### config.mk
export PLATFORM = sky130hd
export DESIGN_NAME = usart_cmd_responder
export DESIGN_NICKNAME = d
export VERILOG_FILES = /design/src/rtl/usart_cmd_responder.sv
export SDC_FILE = /design/constraint.sdc
export NUM_CORES = 1
export LEC_CHECK = 0
export CAP_MARGIN = 10
export CELL_PAD_IN_SITES_DETAIL_PLACEMENT = 1
export CELL_PAD_IN_SITES_GLOBAL_PLACEMENT = 1
export CORE_MARGIN = 3
export CORE_UTILIZATION = 40
export DETAILED_ROUTE_END_ITERATION = 16
export PLACE_DENSITY = 0.95
export SLEW_MARGIN = 0
export SYNTH_ARGS = -nofsm -noshare
export SYNTH_HDL_FRONTEND = slang
export SYNTH_SLANG_ARGS = --single-unit
### constraint.sdc
create_clock -name clk -period 5.8 [get_ports clk]
set_input_delay 1.16 -clock clk [delete_from_list [all_inputs] [get_ports clk]]
set_output_delay 1.16 -clock clk [all_outputs]
set_load 0.05 [all_outputs]
### src/rtl/usart_cmd_responder.sv
// rtl/usart_cmd_responder.sv - executes decoded USART packets on the register bus and returns one response each
// Optional WAIT_ACK watchdog is enabled by defining USART_RESPONDER_TIMEOUT_EN.
module usart_cmd_responder #(
  parameter int MSG_LENGTH     = 48,
  parameter int DATA_LENGTH    = 32,
  parameter int ADDRWIDTH      = 8,
  parameter int COMMAND_WIDTH  = 5,
  parameter int TIMEOUT_CYCLES = 1024
) (
  input  logic                     clk,
  input  logic                     reset,
  input  logic                     packet_received,
  input  logic [COMMAND_WIDTH-1:0] command,
  input  logic [ADDRWIDTH-1:0]     reg_addr,
  input  logic [DATA_LENGTH-1:0]   rx_data,
  output logic                     send_data,
  output logic [MSG_LENGTH-1:0]    tx_data,
  input  logic                     data_sent,
  output logic                     reg_wr_en,
  output logic                     reg_rd_en,
  output logic [ADDRWIDTH-1:0]     reg_addr_o,
  output logic [DATA_LENGTH-1:0]   reg_wdata,
  input  logic [DATA_LENGTH-1:0]   reg_rdata,
  output logic                     busy,
  output logic [7:0]               drop_count,
  output logic                     timeout_flag
);

  localparam logic [2:0] S_IDLE     = 3'd0;
  localparam logic [2:0] S_DECODE   = 3'd1;
  localparam logic [2:0] S_RD_WAIT  = 3'd2;
  localparam logic [2:0] S_SEND     = 3'd3;
  localparam logic [2:0] S_WAIT_ACK = 3'd4;

  localparam logic [COMMAND_WIDTH-1:0] CMD_WRITE = COMMAND_WIDTH'(1);
  localparam logic [COMMAND_WIDTH-1:0] CMD_READ  = COMMAND_WIDTH'(2);
  localparam logic [COMMAND_WIDTH-1:0] CMD_ECHO  = COMMAND_WIDTH'(3);

  localparam logic [2:0] ST_OK  = 3'b000;
  localparam logic [2:0] ST_BAD = 3'b001;
  localparam logic [2:0] ST_OVR = 3'b010;

  logic [2:0]               state;
  logic [COMMAND_WIDTH-1:0] cur_cmd, pend_cmd, ld_cmd;
  logic [ADDRWIDTH-1:0]     cur_addr, pend_addr, ld_addr;
  logic [DATA_LENGTH-1:0]   cur_data, pend_data, ld_data;
  logic                     pend_valid;
  logic                     overrun;
  logic                     take;
  logic                     wd_expire;
  logic [2:0]               ok_status;

  // The pending entry always has priority over a packet arriving in the same IDLE cycle.
  always_comb begin
    ld_cmd    = pend_valid ? pend_cmd  : command;
    ld_addr   = pend_valid ? pend_addr : reg_addr;
    ld_data   = pend_valid ? pend_data : rx_data;
    take      = (state == S_IDLE) && (pend_valid || packet_received);
    ok_status = overrun ? ST_OVR : ST_OK;
  end

  assign busy = (state != S_IDLE);

  always_ff @(posedge clk) begin
    if (reset) begin
      state      <= S_IDLE;
      cur_cmd    <= '0;
      cur_addr   <= '0;
      cur_data   <= '0;
      pend_valid <= 1'b0;
      pend_cmd   <= '0;
      pend_addr  <= '0;
      pend_data  <= '0;
      overrun    <= 1'b0;
      drop_count <= '0;
      send_data  <= 1'b0;
      tx_data    <= '0;
      reg_wr_en  <= 1'b0;
      reg_rd_en  <= 1'b0;
      reg_addr_o <= '0;
      reg_wdata  <= '0;
    end else begin
      send_data <= 1'b0;
      reg_wr_en <= 1'b0;
      reg_rd_en <= 1'b0;

      // Strobes are registered on entry to the state they belong to.
      case (state)
        S_IDLE: begin
          if (take) begin
            cur_cmd   <= ld_cmd;
            cur_addr  <= ld_addr;
            cur_data  <= ld_data;
            reg_wr_en <= (ld_cmd == CMD_WRITE);
            reg_rd_en <= (ld_cmd == CMD_READ);
            if (ld_cmd == CMD_WRITE || ld_cmd == CMD_READ) reg_addr_o <= ld_addr;
            if (ld_cmd == CMD_WRITE) reg_wdata <= ld_data;
            state <= S_DECODE;
          end
        end
        S_DECODE: begin
          case (cur_cmd)
            CMD_READ: state <= S_RD_WAIT;
            CMD_WRITE, CMD_ECHO: begin
              tx_data   <= {cur_cmd, ok_status, cur_addr, cur_data};
              send_data <= 1'b1;
              overrun   <= 1'b0;
              state     <= S_SEND;
            end
            default: begin
              tx_data   <= {cur_cmd, ST_BAD, cur_addr, {DATA_LENGTH{1'b0}}};
              send_data <= 1'b1;
              overrun   <= 1'b0;
              state     <= S_SEND;
            end
          endcase
        end
        S_RD_WAIT: begin
          tx_data   <= {cur_cmd, ok_status, cur_addr, reg_rdata};
          send_data <= 1'b1;
          overrun   <= 1'b0;
          state     <= S_SEND;
        end
        S_SEND:     state <= S_WAIT_ACK;
        S_WAIT_ACK: if (data_sent || wd_expire) state <= S_IDLE;
        default:    state <= S_IDLE;
      endcase

      // A drop on the edge a response enters SEND is reported on the following response.
      if (packet_received) begin
        if (state == S_IDLE) begin
          if (pend_valid) begin
            pend_cmd  <= command;
            pend_addr <= reg_addr;
            pend_data <= rx_data;
          end
        end else if (!pend_valid) begin
          pend_valid <= 1'b1;
          pend_cmd   <= command;
          pend_addr  <= reg_addr;
          pend_data  <= rx_data;
        end else begin
          overrun <= 1'b1;
          if (drop_count != 8'hFF) drop_count <= drop_count + 8'd1;
        end
      end else if (state == S_IDLE && pend_valid) begin
        pend_valid <= 1'b0;
      end
    end
  end

`ifdef USART_RESPONDER_TIMEOUT_EN
  localparam int WD_W = $clog2(TIMEOUT_CYCLES) + 1;
  logic [WD_W-1:0] wd_cnt;

  assign wd_expire = (state == S_WAIT_ACK) && !data_sent &&
                     (wd_cnt == WD_W'(TIMEOUT_CYCLES - 1));

  always_ff @(posedge clk) begin
    if (reset) begin
      wd_cnt       <= '0;
      timeout_flag <= 1'b0;
    end else begin
      if (state == S_WAIT_ACK) wd_cnt <= wd_cnt + WD_W'(1);
      else                     wd_cnt <= '0;
      if (wd_expire) timeout_flag <= 1'b1;
    end
  end
`else
  assign wd_expire    = 1'b0;
  assign timeout_flag = 1'b0 & (TIMEOUT_CYCLES < 0);
`endif

endmodule

==> summary.md, run 1 <==
### Cells and area
* final cell utilization of the core: 55.2%
* Fillers: 2,037
* Final Net Count: 1,029
* layout cells sized above 1: 5.83%
* area growth from synthesis to layout: 33.4%
* total area of multi-input combinational cells: 3410 µm²
* sequential cell area: 3870 µm²

### Critical path
* cells on worst reg2reg path: 5
* cell class contributing the biggest share of worst-path delay: buffers and inverters
* highest fanout seen on the critical path: 21
* worst path required time: 4.64 ns
* slowest cell delay on critical path: 0.90 ns
* R2R setup slack: 2.54 ns
* instance count on the critical path: 2
* R2R Path End: reg_addr_o[6]
* crit path DAT: 2.56 ns
* type of element capturing the critical path: primary output
* number of buffers and inverters on the critical path: 1
* startpoint type of the worst setup path: register
* critical register-to-register path startpoint: pend_valid
* cell-by-cell trace of the critical path: or3_1, clkdlybuf4s50_1
* Crit-path slowest cell: sky130_fd_sc_hd__clkdlybuf4s50_1
* critical setup path kind: reg2out

### Place
* pre-CTS setup slack: 1.75 ns
* GPL Wtd Cong: 0.812
* detailed placer's ending HPWL: 15,900 µm
* number of input and output port buffers inserted: 179

### Synth
* netlist area before placement: 7560 µm²
* Synth async-reset ratio: 0%
* unique cell type count in the Yosys netlist: 48
* Seq/Total Area, Yosys: 51.1%
* count of state elements after synthesis: 193
* largest area contributor in the netlist: sky130_fd_sc_hd__dfxtp_1
* number of enable flip-flop cells after synthesis: 0
* instance count of the mapped netlist: 810
* number of warnings printed during yosys synthesis: 0
* Main synth FF type: sky130_fd_sc_hd__dfxtp_1
* area share of the leading cell type in the synthesized netlist: 51.1%
* most area-consuming cells after synthesis: sky130_fd_sc_hd__dfxtp_1 51%, sky130_fd_sc_hd__a211oi_1 8.6%, sky130_fd_sc_hd__mux2i_1 7.4%
* Syn Area/Cell: 9.33 µm²

### Routing
* drt wl/cell: 20.3 µm
* Detailed Routing Iterations Pass 1: 5
* DRC violation count after routing: 0
* sum of routed wire segments on met1: 10,100 µm
* Initial DRC Count: 352
* routed length on met2: 12,100 µm
* total wire length after detailed routing: 24,200 µm
* detailed-routed wire length on met3: 1350 µm
* Antenna Violating Nets Remaining: 0
* topmost layer with routed signal wires: met5
* via count: 6,684
* DR vias/cell: 5.62

### Pwr
* leakage power figure: 3.55 nW
* Comb pwr share: 30.5%
* share of power burned in registers: 40.7%
* internal power: 0.00272 W
* cell area power density: 429 nW/µm²
* switching share of power: 37.0%
* maximum VDD drop: 0.000214 V
* switching power: 0.00160 W
* power share of the clock group: 28.8%
* Pwr Total: 0.00432 W

### Clock tree
* count of buffers added by post-CTS timing repair for setup: 0
* clock insertion delay at the later pin of the skew report: 0.43 ns
* number of hold-repair buffers added at the cts stage: 0
* clock-pin slew of the registers on the worst-case setup and hold paths: 0.07 ns
* CTS tree: yes
* buffer cell driving the clock tree root: sky130_fd_sc_hd__clkbuf_16
* number of gates resized after CTS: 0
* TritonCTS Buffers: 17
* Clock Path Buffers: 2
* maximum level of the CTS H-tree: 4
* Clock Sink Count: 193

### Timing
* time the worst path needs with I/O delays and setup: 3.72 ns
* total setup violations reported at the end of the flow: 0
* Highest Clock Rate: 269 MHz
* crit share post-route: 64.1%
* clock skew: 0.0102 ns
* Slew Viols, Final: 0
* smallest setup slack after layout: 2.08 ns
* Max-Slew Margin vs Limit: 27.6%
* final hold violations: 0
* transition time at the pin with the least slew margin: 1.08 ns
* RSZ-0062 raised after global routing: false
* sum of negative setup slack: 0 ns

### Global route
* total overflow reported by the global router: 0
* number of antenna violations at the first check in global routing: 2
* largest net degree at the start of global routing: 92
* wire length of the first global-routing pass: 37,700 µm
* vias in the first global route: 6,947
* Overall Global Routing Usage: 23.2%

### Die
* Die ar.: 20,600 µm²
* Die X-Extent: 143 µm
* # rows: 49
* effective utilization at floorplan: 41.4%
* die height: 143 µm
* core box area: 18,300 µm²
* Top Ports: 182

### Min path
* hold path start: pend_data[7]
* hold endpoint: pend_data[7]
* class of the worst hold path: reg2reg
* worst hold path cell count: 2

### Flow run
* maximum capacitance violations: 0

### Run status
* result of the run: finished, final reports clean

worst max-delay path by stage:
stage,start,to
6_report,state[2],busy
5_1_grt,state[2],busy
4_1_cts,state[2],busy
3_5_place_dp,command[2],reg_wdata[17]
3_3_place_gp,command[2],reg_wdata[14]
2_1_floorplan,command[2],reg_wdata[22]
worst register-to-register path: stages (launching register included):
cell	delay (ns)
sky130_fd_sc_hd__dfxtp_4	1.00
sky130_fd_sc_hd__or3b_2	0.60
sky130_fd_sc_hd__a2111oi_4	0.39
sky130_fd_sc_hd__buf_4	0.50
sky130_fd_sc_hd__and2_0	0.45
sky130_fd_sc_hd__a211oi_1	0.16
metal layers:
metal  track usage (%)  vias to the layer above
met5                 0                        -
met4              8.47                        2
li1                  -                     3170
met1              28.0                     3266
met2              40.5                      199
met3              5.29                       47
cells by family after synthesis:
| group | after synthesis | synth area share [%] |
|---|---|---|
| xor gates and xnor gates | 7 | 0.811 |
| muxes | 58 | 7.72 |
| AOI/OAI and AO/OA | 237 | 21.7 |
| buffers and inverters | 77 | 4.37 |
| other | 1 | 0.0496 |
| DFF | 193 | 51.1 |
| adders and majority gates | 1 | 0.166 |
| and+or+nand+nor | 236 | 14.1 |
synthesized netlist by cell type, types with 2 or more instances:
master,count
sky130_fd_sc_hd__o221ai_1,2
sky130_fd_sc_hd__nand3_1,2
sky130_fd_sc_hd__a21oi_1,93
sky130_fd_sc_hd__a221o_1,32
sky130_fd_sc_hd__nand4_1,3
sky130_fd_sc_hd__xnor2_1,3
sky130_fd_sc_hd__nor2_1,67
sky130_fd_sc_hd__and2_1,37
sky130_fd_sc_hd__mux2_2,2
sky130_fd_sc_hd__or3b_2,2
sky130_fd_sc_hd__buf_1,3
sky130_fd_sc_hd__o21ai_0,8
sky130_fd_sc_hd__xor2_1,4
sky130_fd_sc_hd__clkbuf_1,40
sky130_fd_sc_hd__and3_1,3
sky130_fd_sc_hd__nor3_1,8
sky130_fd_sc_hd__dfxtp_1,193
sky130_fd_sc_hd__nand2_1,98
sky130_fd_sc_hd__a221oi_1,3
sky130_fd_sc_hd__or3_1,5
sky130_fd_sc_hd__buf_4,3
sky130_fd_sc_hd__inv_1,7
sky130_fd_sc_hd__mux2i_1,56
sky130_fd_sc_hd__nand2b_1,3
sky130_fd_sc_hd__buf_2,24
sky130_fd_sc_hd__a211oi_1,87
power by group through the flow:
stage	Sequential (W)	Clock, W	Combinational (W)
2_1_floorplan	0.00193	0	0.000711
3_3_place_gp	0.00176	0	0.00125
3_5_place_dp	0.00178	0	0.00130
4_1_cts	0.00176	0.00126	0.00132
5_1_grt	0.00179	0.00131	0.00143
6_report	0.00176	0.00124	0.00132
area by class of cell:
cell class / count / share of cell area (%)
antenna: 1 / 0.0248
clock buffer: 17 / 4.22
clock inverter: 15 / 1.87
inverter: 7 / 0.261
multi-input combinational: 541 / 33.9
sequential: 193 / 38.4
tap: 229 / 2.84
timing repair buffer: 187 / 18.5
registers in the layout, summed over array words and instances, names as in the netlist:
name,count
pend_valid,1
send_data,1
overrun,1
reg_wdata,32
pend_cmd,5
cur_data,32
reg_addr_o,8
reg_wr_en,1
reg_rd_en,1
tx_data,47
state,3
pend_data,32
cur_cmd,5
cur_addr,8
pend_addr,8
drop_count,8
placed cells by master (no fill, tap or decap), drive strengths merged, types with 2 or more instances in the layout:
master and instances:
a211oi 87, a21oi 93, a221o 32, a221oi 3, and2 38, and3 3, buf 9, bufinv 3
clkbuf 17, clkdlybuf4s50 178, clkinv 3, conb 2, dfxtp 193, inv 16, mux2 2, mux2i 56
nand2 98, nand2b 3, nand3 2, nand4 3, nor2 68, nor3 8, o21ai 9, o221ai 2
or3 5, or3b 2, xnor2 3, xor2 4
through the flow:
stage / instances / hold WS [ns] / area (µm²)
floorplan: 811 / 0.436 / 7560
global placement: 1156 / 0.441 / 9440
detailed placement: 1156 / 0.449 / 9440
CTS: 1188 / 0.460 / 10000
global route: 1190 / 0.475 / 10100
finish: 1190 / 0.456 / 10100
(Power assumes the default switching activity.)
==> run 2: changes to the inputs <==
Settings changed: CORE_UTILIZATION 40 to 37, PLACE_DENSITY 0.95 to 0.9.
Clock period 5.8 ns to 3.75 ns, I/O delays scaled along.
==> run 2 against run 1 <==
Net effect:
- sequential share of layout area decreased by 0.15 points
- die area up 7.8%
- cell area grew 0.40%
- total power grew 50%
- critical path depth unchanged
- wire length down 3.7%
- largest cell class unchanged
==> summary.md, run 2 (same netlist as run 1, synthesis figures left out) <==
### Run status
* result of the run: finished, final reports clean, unchanged

### Min path
* class of the worst hold path: reg2reg, unchanged

### Die
* die height: 149 µm, was 143 µm
* Die ar.: 22,200 µm², was 20,600 µm²
* Top Ports: 182, unchanged
* # rows: 51, was 49
* Die X-Extent: 149 µm, was 143 µm
* core box area: 19,800 µm², was 18,300 µm²
* effective utilization at floorplan: 38.2%, was 41.4%

### Critical path
* cell class contributing the biggest share of worst-path delay: buffers and inverters, unchanged
* type of element capturing the critical path: primary output, unchanged
* critical setup path kind: reg2out, unchanged
* Crit-path slowest cell: sky130_fd_sc_hd__clkdlybuf4s50_1, unchanged
* startpoint type of the worst setup path: register, unchanged
* number of buffers and inverters on the critical path: 1, unchanged
* crit path DAT: 2.30 ns, was 2.56 ns
* cell-by-cell trace of the critical path: or3_1, clkdlybuf4s50_1, unchanged
* slowest cell delay on critical path: 0.87 ns, was 0.90 ns
* worst path required time: 3.00 ns, was 4.64 ns
* highest fanout seen on the critical path: 14, was 21

### Place
* detailed placer's ending HPWL: 16,700 µm, was 15,900 µm
* pre-CTS setup slack: 0.462 ns, was 1.75 ns
* GPL Wtd Cong: 0.782, was 0.812
* number of input and output port buffers inserted: 179, unchanged

### Global route
* largest net degree at the start of global routing: 82, was 92
* Overall Global Routing Usage: 20.8%, was 23.2%
* total overflow reported by the global router: 0, unchanged
* vias in the first global route: 6,768, was 6,947
* wire length of the first global-routing pass: 36,700 µm, was 37,700 µm
* number of antenna violations at the first check in global routing: 1, was 2

### Clock tree
* Clock Sink Count: 193, unchanged
* count of buffers added by post-CTS timing repair for setup: 0, unchanged
* buffer cell driving the clock tree root: sky130_fd_sc_hd__clkbuf_16, unchanged
* maximum level of the CTS H-tree: 4, unchanged
* Clock Path Buffers: 2, unchanged
* clock-pin slew of the registers on the worst-case setup and hold paths: 0.08 ns, was 0.07 ns
* TritonCTS Buffers: 17, unchanged
* clock insertion delay at the later pin of the skew report: 0.44 ns, was 0.43 ns
* number of gates resized after CTS: 0, unchanged
* number of hold-repair buffers added at the cts stage: 0, unchanged
* CTS tree: yes, unchanged

### Cells and area
* area growth from synthesis to layout: 33.9%, was 33.4%
* flip-flop count of the largest register after layout: 47, unchanged
* antenna diode count: 0, was 1
* layout cells sized above 1: 6.51%, was 5.83%
* leading cell type in the layout, fill and taps excluded: sky130_fd_sc_hd__dfxtp_1, unchanged
* Fillers: 2,233, was 2,037
* Final Net Count: 1,037, was 1,029
* most used cells in the layout excluding fill and tap cells: 192 x sky130_fd_sc_hd__dfxtp_1, 178 x sky130_fd_sc_hd__clkdlybuf4s50_1, 98 x sky130_fd_sc_hd__nand2_1, 93 x sky130_fd_sc_hd__a21oi_1, 87 x sky130_fd_sc_hd__a211oi_1, unchanged
* Largest Register: tx_data, unchanged

### Timing
* Slew Viols, Final: 0, unchanged
* time the worst path needs with I/O delays and setup: 3.05 ns
* smallest setup slack after layout: 0.696 ns, was 2.08 ns
* RSZ-0062 raised after global routing: false, unchanged
* clock skew: 0.0129 ns, was 0.0102 ns
* Highest Clock Rate: 327 MHz
* final hold violations: 0, unchanged
* Max-Slew Margin vs Limit: 42.4%, was 27.6%
* crit share post-route: 81.4%
* sum of negative setup slack: 0 ns, unchanged
* transition time at the pin with the least slew margin: 0.862 ns, was 1.08 ns
* total setup violations reported at the end of the flow: 0, unchanged

### Routing
* total wire length after detailed routing: 23,300 µm, was 24,200 µm
* Detailed Routing Iterations Pass 1: 4, was 5
* Initial DRC Count: 305, was 352
* DRC violation count after routing: 0, unchanged
* topmost layer with routed signal wires: met5, unchanged
* drt wl/cell: 18.9 µm, was 20.3 µm
* Antenna Violating Nets Remaining: 0, unchanged
* sum of routed wire segments on met1: 9930 µm, was 10,100 µm
* routed length on met2: 11,600 µm, was 12,100 µm
* via count: 6,551, was 6,684
* detailed-routed wire length on met3: 1290 µm, was 1350 µm
* DR vias/cell: 5.31, was 5.62

### Pwr
* Comb pwr share: 31.9%, was 30.5%
* switching share of power: 37.7%, was 37.0%
* power share of the clock group: 26.9%, was 28.8%
* switching power: 0.00245 W, was 0.00160 W
* share of power burned in registers: 41.3%, was 40.7%
* leakage power figure: 3.55 nW, about the same
* internal power: 0.00405 W, was 0.00272 W
* maximum VDD drop: 0.000310 V, was 0.000214 V
* cell area power density: 642 nW/µm², was 429 nW/µm²

### Flow run
* maximum capacitance violations: 0, unchanged

## run 2: changes by cell type in the layout (fill, tap and decap cells not counted), sizes merged
cell	before	now
inv	16	15
buf	9	17
clkinv	3	2
bufinv	3	0
clkbuf	17	19
clkinvlp	0	3
diode	1	0
## run 2: worst paths after layout
| check | from | slack, ns | endpoint | depth (start not counted) |
|---|---|---|---|---|
| min reg2reg | pend_data[6] | 0.45 | pend_data[6] | 2 |
| min | pend_data[6] | 0.45 | pend_data[6] | 2 |
| max | state[1] | 0.70 | busy | 2 |
| max reg2reg | pend_valid | 0.80 | reg_wdata[19] | 5 |
## run 2: worst register-to-register path: stages, from the launching register on
cell,delay (ns)
sky130_fd_sc_hd__dfxtp_4,0.73
sky130_fd_sc_hd__or3b_2,0.57
sky130_fd_sc_hd__a2111oi_4,0.75
sky130_fd_sc_hd__buf_4,0.39
sky130_fd_sc_hd__a21oi_1,0.11
sky130_fd_sc_hd__a211oi_1,0.28
## run 2: layout make-up
cell class	instances	area, µm²	area share, %
sequential	193	3870	38.2
timing repair buffer	195	1920	19.0
tap	265	332	3.28
multi-input combinational	541	3410	33.7
clock inverter	13	116	1.15
clock buffer	19	443	4.38
inverter	7	26.3	0.260
## run 2: power by group through the flow
stage | clock (W) | combinational [W] | sequential, W
after floorplan | 0 | 0.00110 | 0.00298
after global placement | 0 | 0.00201 | 0.00270
final | 0.00175 | 0.00207 | 0.00268
after detailed placement | 0 | 0.00208 | 0.00273
after CTS | 0.00178 | 0.00209 | 0.00268
after global routing | 0.00187 | 0.00225 | 0.00273
## run 2: metal layers
layer,global-route usage [%],up-vias
met1,25.1,3159
met3,4.86,32
met2,36.4,167
met4,7.00,2
li1,-,3191
met5,0,-
## run 2: metrics by stage
step	util, %	cell area (µm²)	std cells	total power (W)	hold WS (ns)
global placement	48.3	9560	1201	0.00471	0.441
detailed placement	48.3	9560	1201	0.00481	0.448
floorplan	-	7560	811	0.00408	0.436
CTS	51.2	10100	1233	0.00655	0.459
global route	51.2	10100	1233	0.00685	0.484
finish	51.2	10100	1233	0.00649	0.454
==> run 3: changes to the inputs <==
Clock period 3.75 ns to 3.1 ns, I/O delays scaled along.
==> run 3 against run 2 <==
Net effect:
- sequential share of layout area is 0.30 points lower
- cell area is 0.80% higher
- critical path depth stayed put
- combinational power up 25%
- non-clock buffer count rose by 4
- critical endpoint unchanged
- largest power group unchanged
- highest routed layer unchanged
- clock skew shrank 0.0016 ns
==> summary.md, run 3 (same netlist as run 1, synthesis figures left out) <==
### Clock tree
* clock insertion delay at the later pin of the skew report: 0.44 ns, about the same
* Clock Sink Count: 193, unchanged
* number of hold-repair buffers added at the cts stage: 0, unchanged
* buffer cell driving the clock tree root: sky130_fd_sc_hd__clkbuf_16, unchanged
* CTS tree: yes, unchanged
* clock-pin slew of the registers on the worst-case setup and hold paths: 0.07 ns, was 0.08 ns
* count of buffers added by post-CTS timing repair for setup: 0, unchanged
* maximum level of the CTS H-tree: 4, unchanged
* number of gates resized after CTS: 0, unchanged
* Clock Path Buffers: 2, unchanged
* TritonCTS Buffers: 17, unchanged

### Die
* # rows: 51, unchanged
* effective utilization at floorplan: 38.2%, unchanged
* core box area: 19,800 µm², unchanged
* Die X-Extent: 149 µm, unchanged
* Die ar.: 22,200 µm², unchanged
* Top Ports: 182, unchanged
* die height: 149 µm, unchanged

### Timing
* crit share post-route: 86.3%
* time the worst path needs with I/O delays and setup: 2.67 ns
* final hold violations: 0, unchanged
* RSZ-0062 raised after global routing: false, unchanged
* transition time at the pin with the least slew margin: 0.956 ns, was 0.862 ns
* clock skew: 0.0113 ns, was 0.0129 ns
* total setup violations reported at the end of the flow: 0, unchanged
* hold slack final: 0.456 ns, was 0.454 ns
* Slew Viols, Final: 0, unchanged
* Max-Slew Margin vs Limit: 36.3%, was 42.4%
* sum of negative setup slack: 0 ns, unchanged
* Highest Clock Rate: 374 MHz
* smallest setup slack after layout: 0.425 ns, was 0.696 ns

### Routing
* Detailed Routing Iterations Pass 1: 4, unchanged
* Antenna Violating Nets Remaining: 0, unchanged
* drt wl/cell: 19.1 µm, was 18.9 µm
* DRC violation count after routing: 0, unchanged
* DR vias/cell: 5.35, was 5.31
* total wire length after detailed routing: 23,700 µm, was 23,300 µm
* Initial DRC Count: 338, was 305
* via count: 6,613, was 6,551

### Critical path
* crit path DAT: 2.05 ns, was 2.30 ns
* startpoint type of the worst setup path: register, unchanged
* type of element capturing the critical path: primary output, unchanged
* highest fanout seen on the critical path: 5, was 14
* critical setup path kind: reg2out, unchanged
* worst path required time: 2.48 ns, was 3.00 ns

### Cells and area
* area growth from synthesis to layout: 35.0%, was 33.9%
* most used cells in the layout excluding fill and tap cells: 192 x sky130_fd_sc_hd__dfxtp_1, 178 x sky130_fd_sc_hd__clkdlybuf4s50_1, 98 x sky130_fd_sc_hd__nand2_1, 93 x sky130_fd_sc_hd__a21oi_1, 87 x sky130_fd_sc_hd__a211oi_1, unchanged
* Final Net Count: 1,041, was 1,037
* leading cell type in the layout, fill and taps excluded: sky130_fd_sc_hd__dfxtp_1, unchanged
* Fillers: 2,224, was 2,233
* antenna diode count: 0, unchanged
* layout cells sized above 1: 7.00%, was 6.51%
* flip-flop count of the largest register after layout: 47, unchanged
* Largest Register: tx_data, unchanged
* final cell utilization of the core: 51.6%, was 51.2%

### Place
* number of input and output port buffers inserted: 179, unchanged
* detailed placer's ending HPWL: 16,600 µm, was 16,700 µm
* pre-CTS setup slack: 0.157 ns, was 0.462 ns
* GPL Wtd Cong: 0.800, was 0.782

### Global route
* number of antenna violations at the first check in global routing: 1, unchanged
* wire length of the first global-routing pass: 37,200 µm, was 36,700 µm
* vias in the first global route: 6,858, was 6,768
* Overall Global Routing Usage: 21.1%, was 20.8%
* total overflow reported by the global router: 0, unchanged
* largest net degree at the start of global routing: 75, was 82

### Pwr
* maximum VDD drop: 0.000464 V, was 0.000310 V
* Pwr Total: 0.00801 W, was 0.00649 W
* leakage power figure: 3.59 nW, was 3.55 nW
* cell area power density: 785 nW/µm², was 642 nW/µm²

### Flow run
* maximum capacitance violations: 0, unchanged

### Min path
* class of the worst hold path: reg2reg, unchanged

### Run status
* result of the run: finished, final reports clean, unchanged

[run 3: where the power goes]
group | total, W | switching [W] | internal (W) | leakage, nW
combinational | 0.00258 | 0.00165 | 0.000937 | 1.73
sequential | 0.00320 | 0.000295 | 0.00290 | 1.58
clock | 0.00222 | 0.00107 | 0.00115 | 0.292
[run 3: cell type report]
cell class	instances	area, µm²	area share (%)
Timing Repair Buffer	199	1960	19.3
Clock buffer	17	425	4.17
Clock inverter	15	173	1.69
Tap cell	265	332	3.25
Sequential cell	193	3870	37.9
Inverter	7	26.3	0.258
Multi-Input combinational cell	541	3410	33.5
[run 3: worst paths after layout]
| path | slack, ns | to | depth (start not counted) | start |
|---|---|---|---|---|
| hold reg to reg | 0.46 | pend_data[30] | 2 | pend_data[30] |
| hold / removal | 0.46 | pend_data[30] | 2 | pend_data[30] |
| setup / recovery | 0.43 | busy | 2 | state[0] |
| setup reg to reg | 0.55 | reg_wdata[0] | 6 | pend_valid |
[run 3: critical path, stage by stage, from the launching register on]
cell and delay, ns:
sky130_fd_sc_hd__dfxtp_1 0.32, sky130_fd_sc_hd__or3_1 0.53, sky130_fd_sc_hd__clkdlybuf4s50_1 0.77
[run 3: metrics by stage]
step | std cells | area [µm²]
floorplan | 811 | 7560
global placement | 1205 | 9600
detailed placement | 1205 | 9600
CTS | 1237 | 10200
global route | 1237 | 10200
finish | 1237 | 10200
[run 3: layer usage]
metal / wire length [µm] / global-route usage, % / vias to the layer above
met4: 609 / 7.51 / 2
li1: - / - / 3205
met2: 11900 / 37.1 / 172
met3: 1160 / 4.35 / 42
met5: 17 / 0 / -
met1: 10000 / 25.7 / 3192
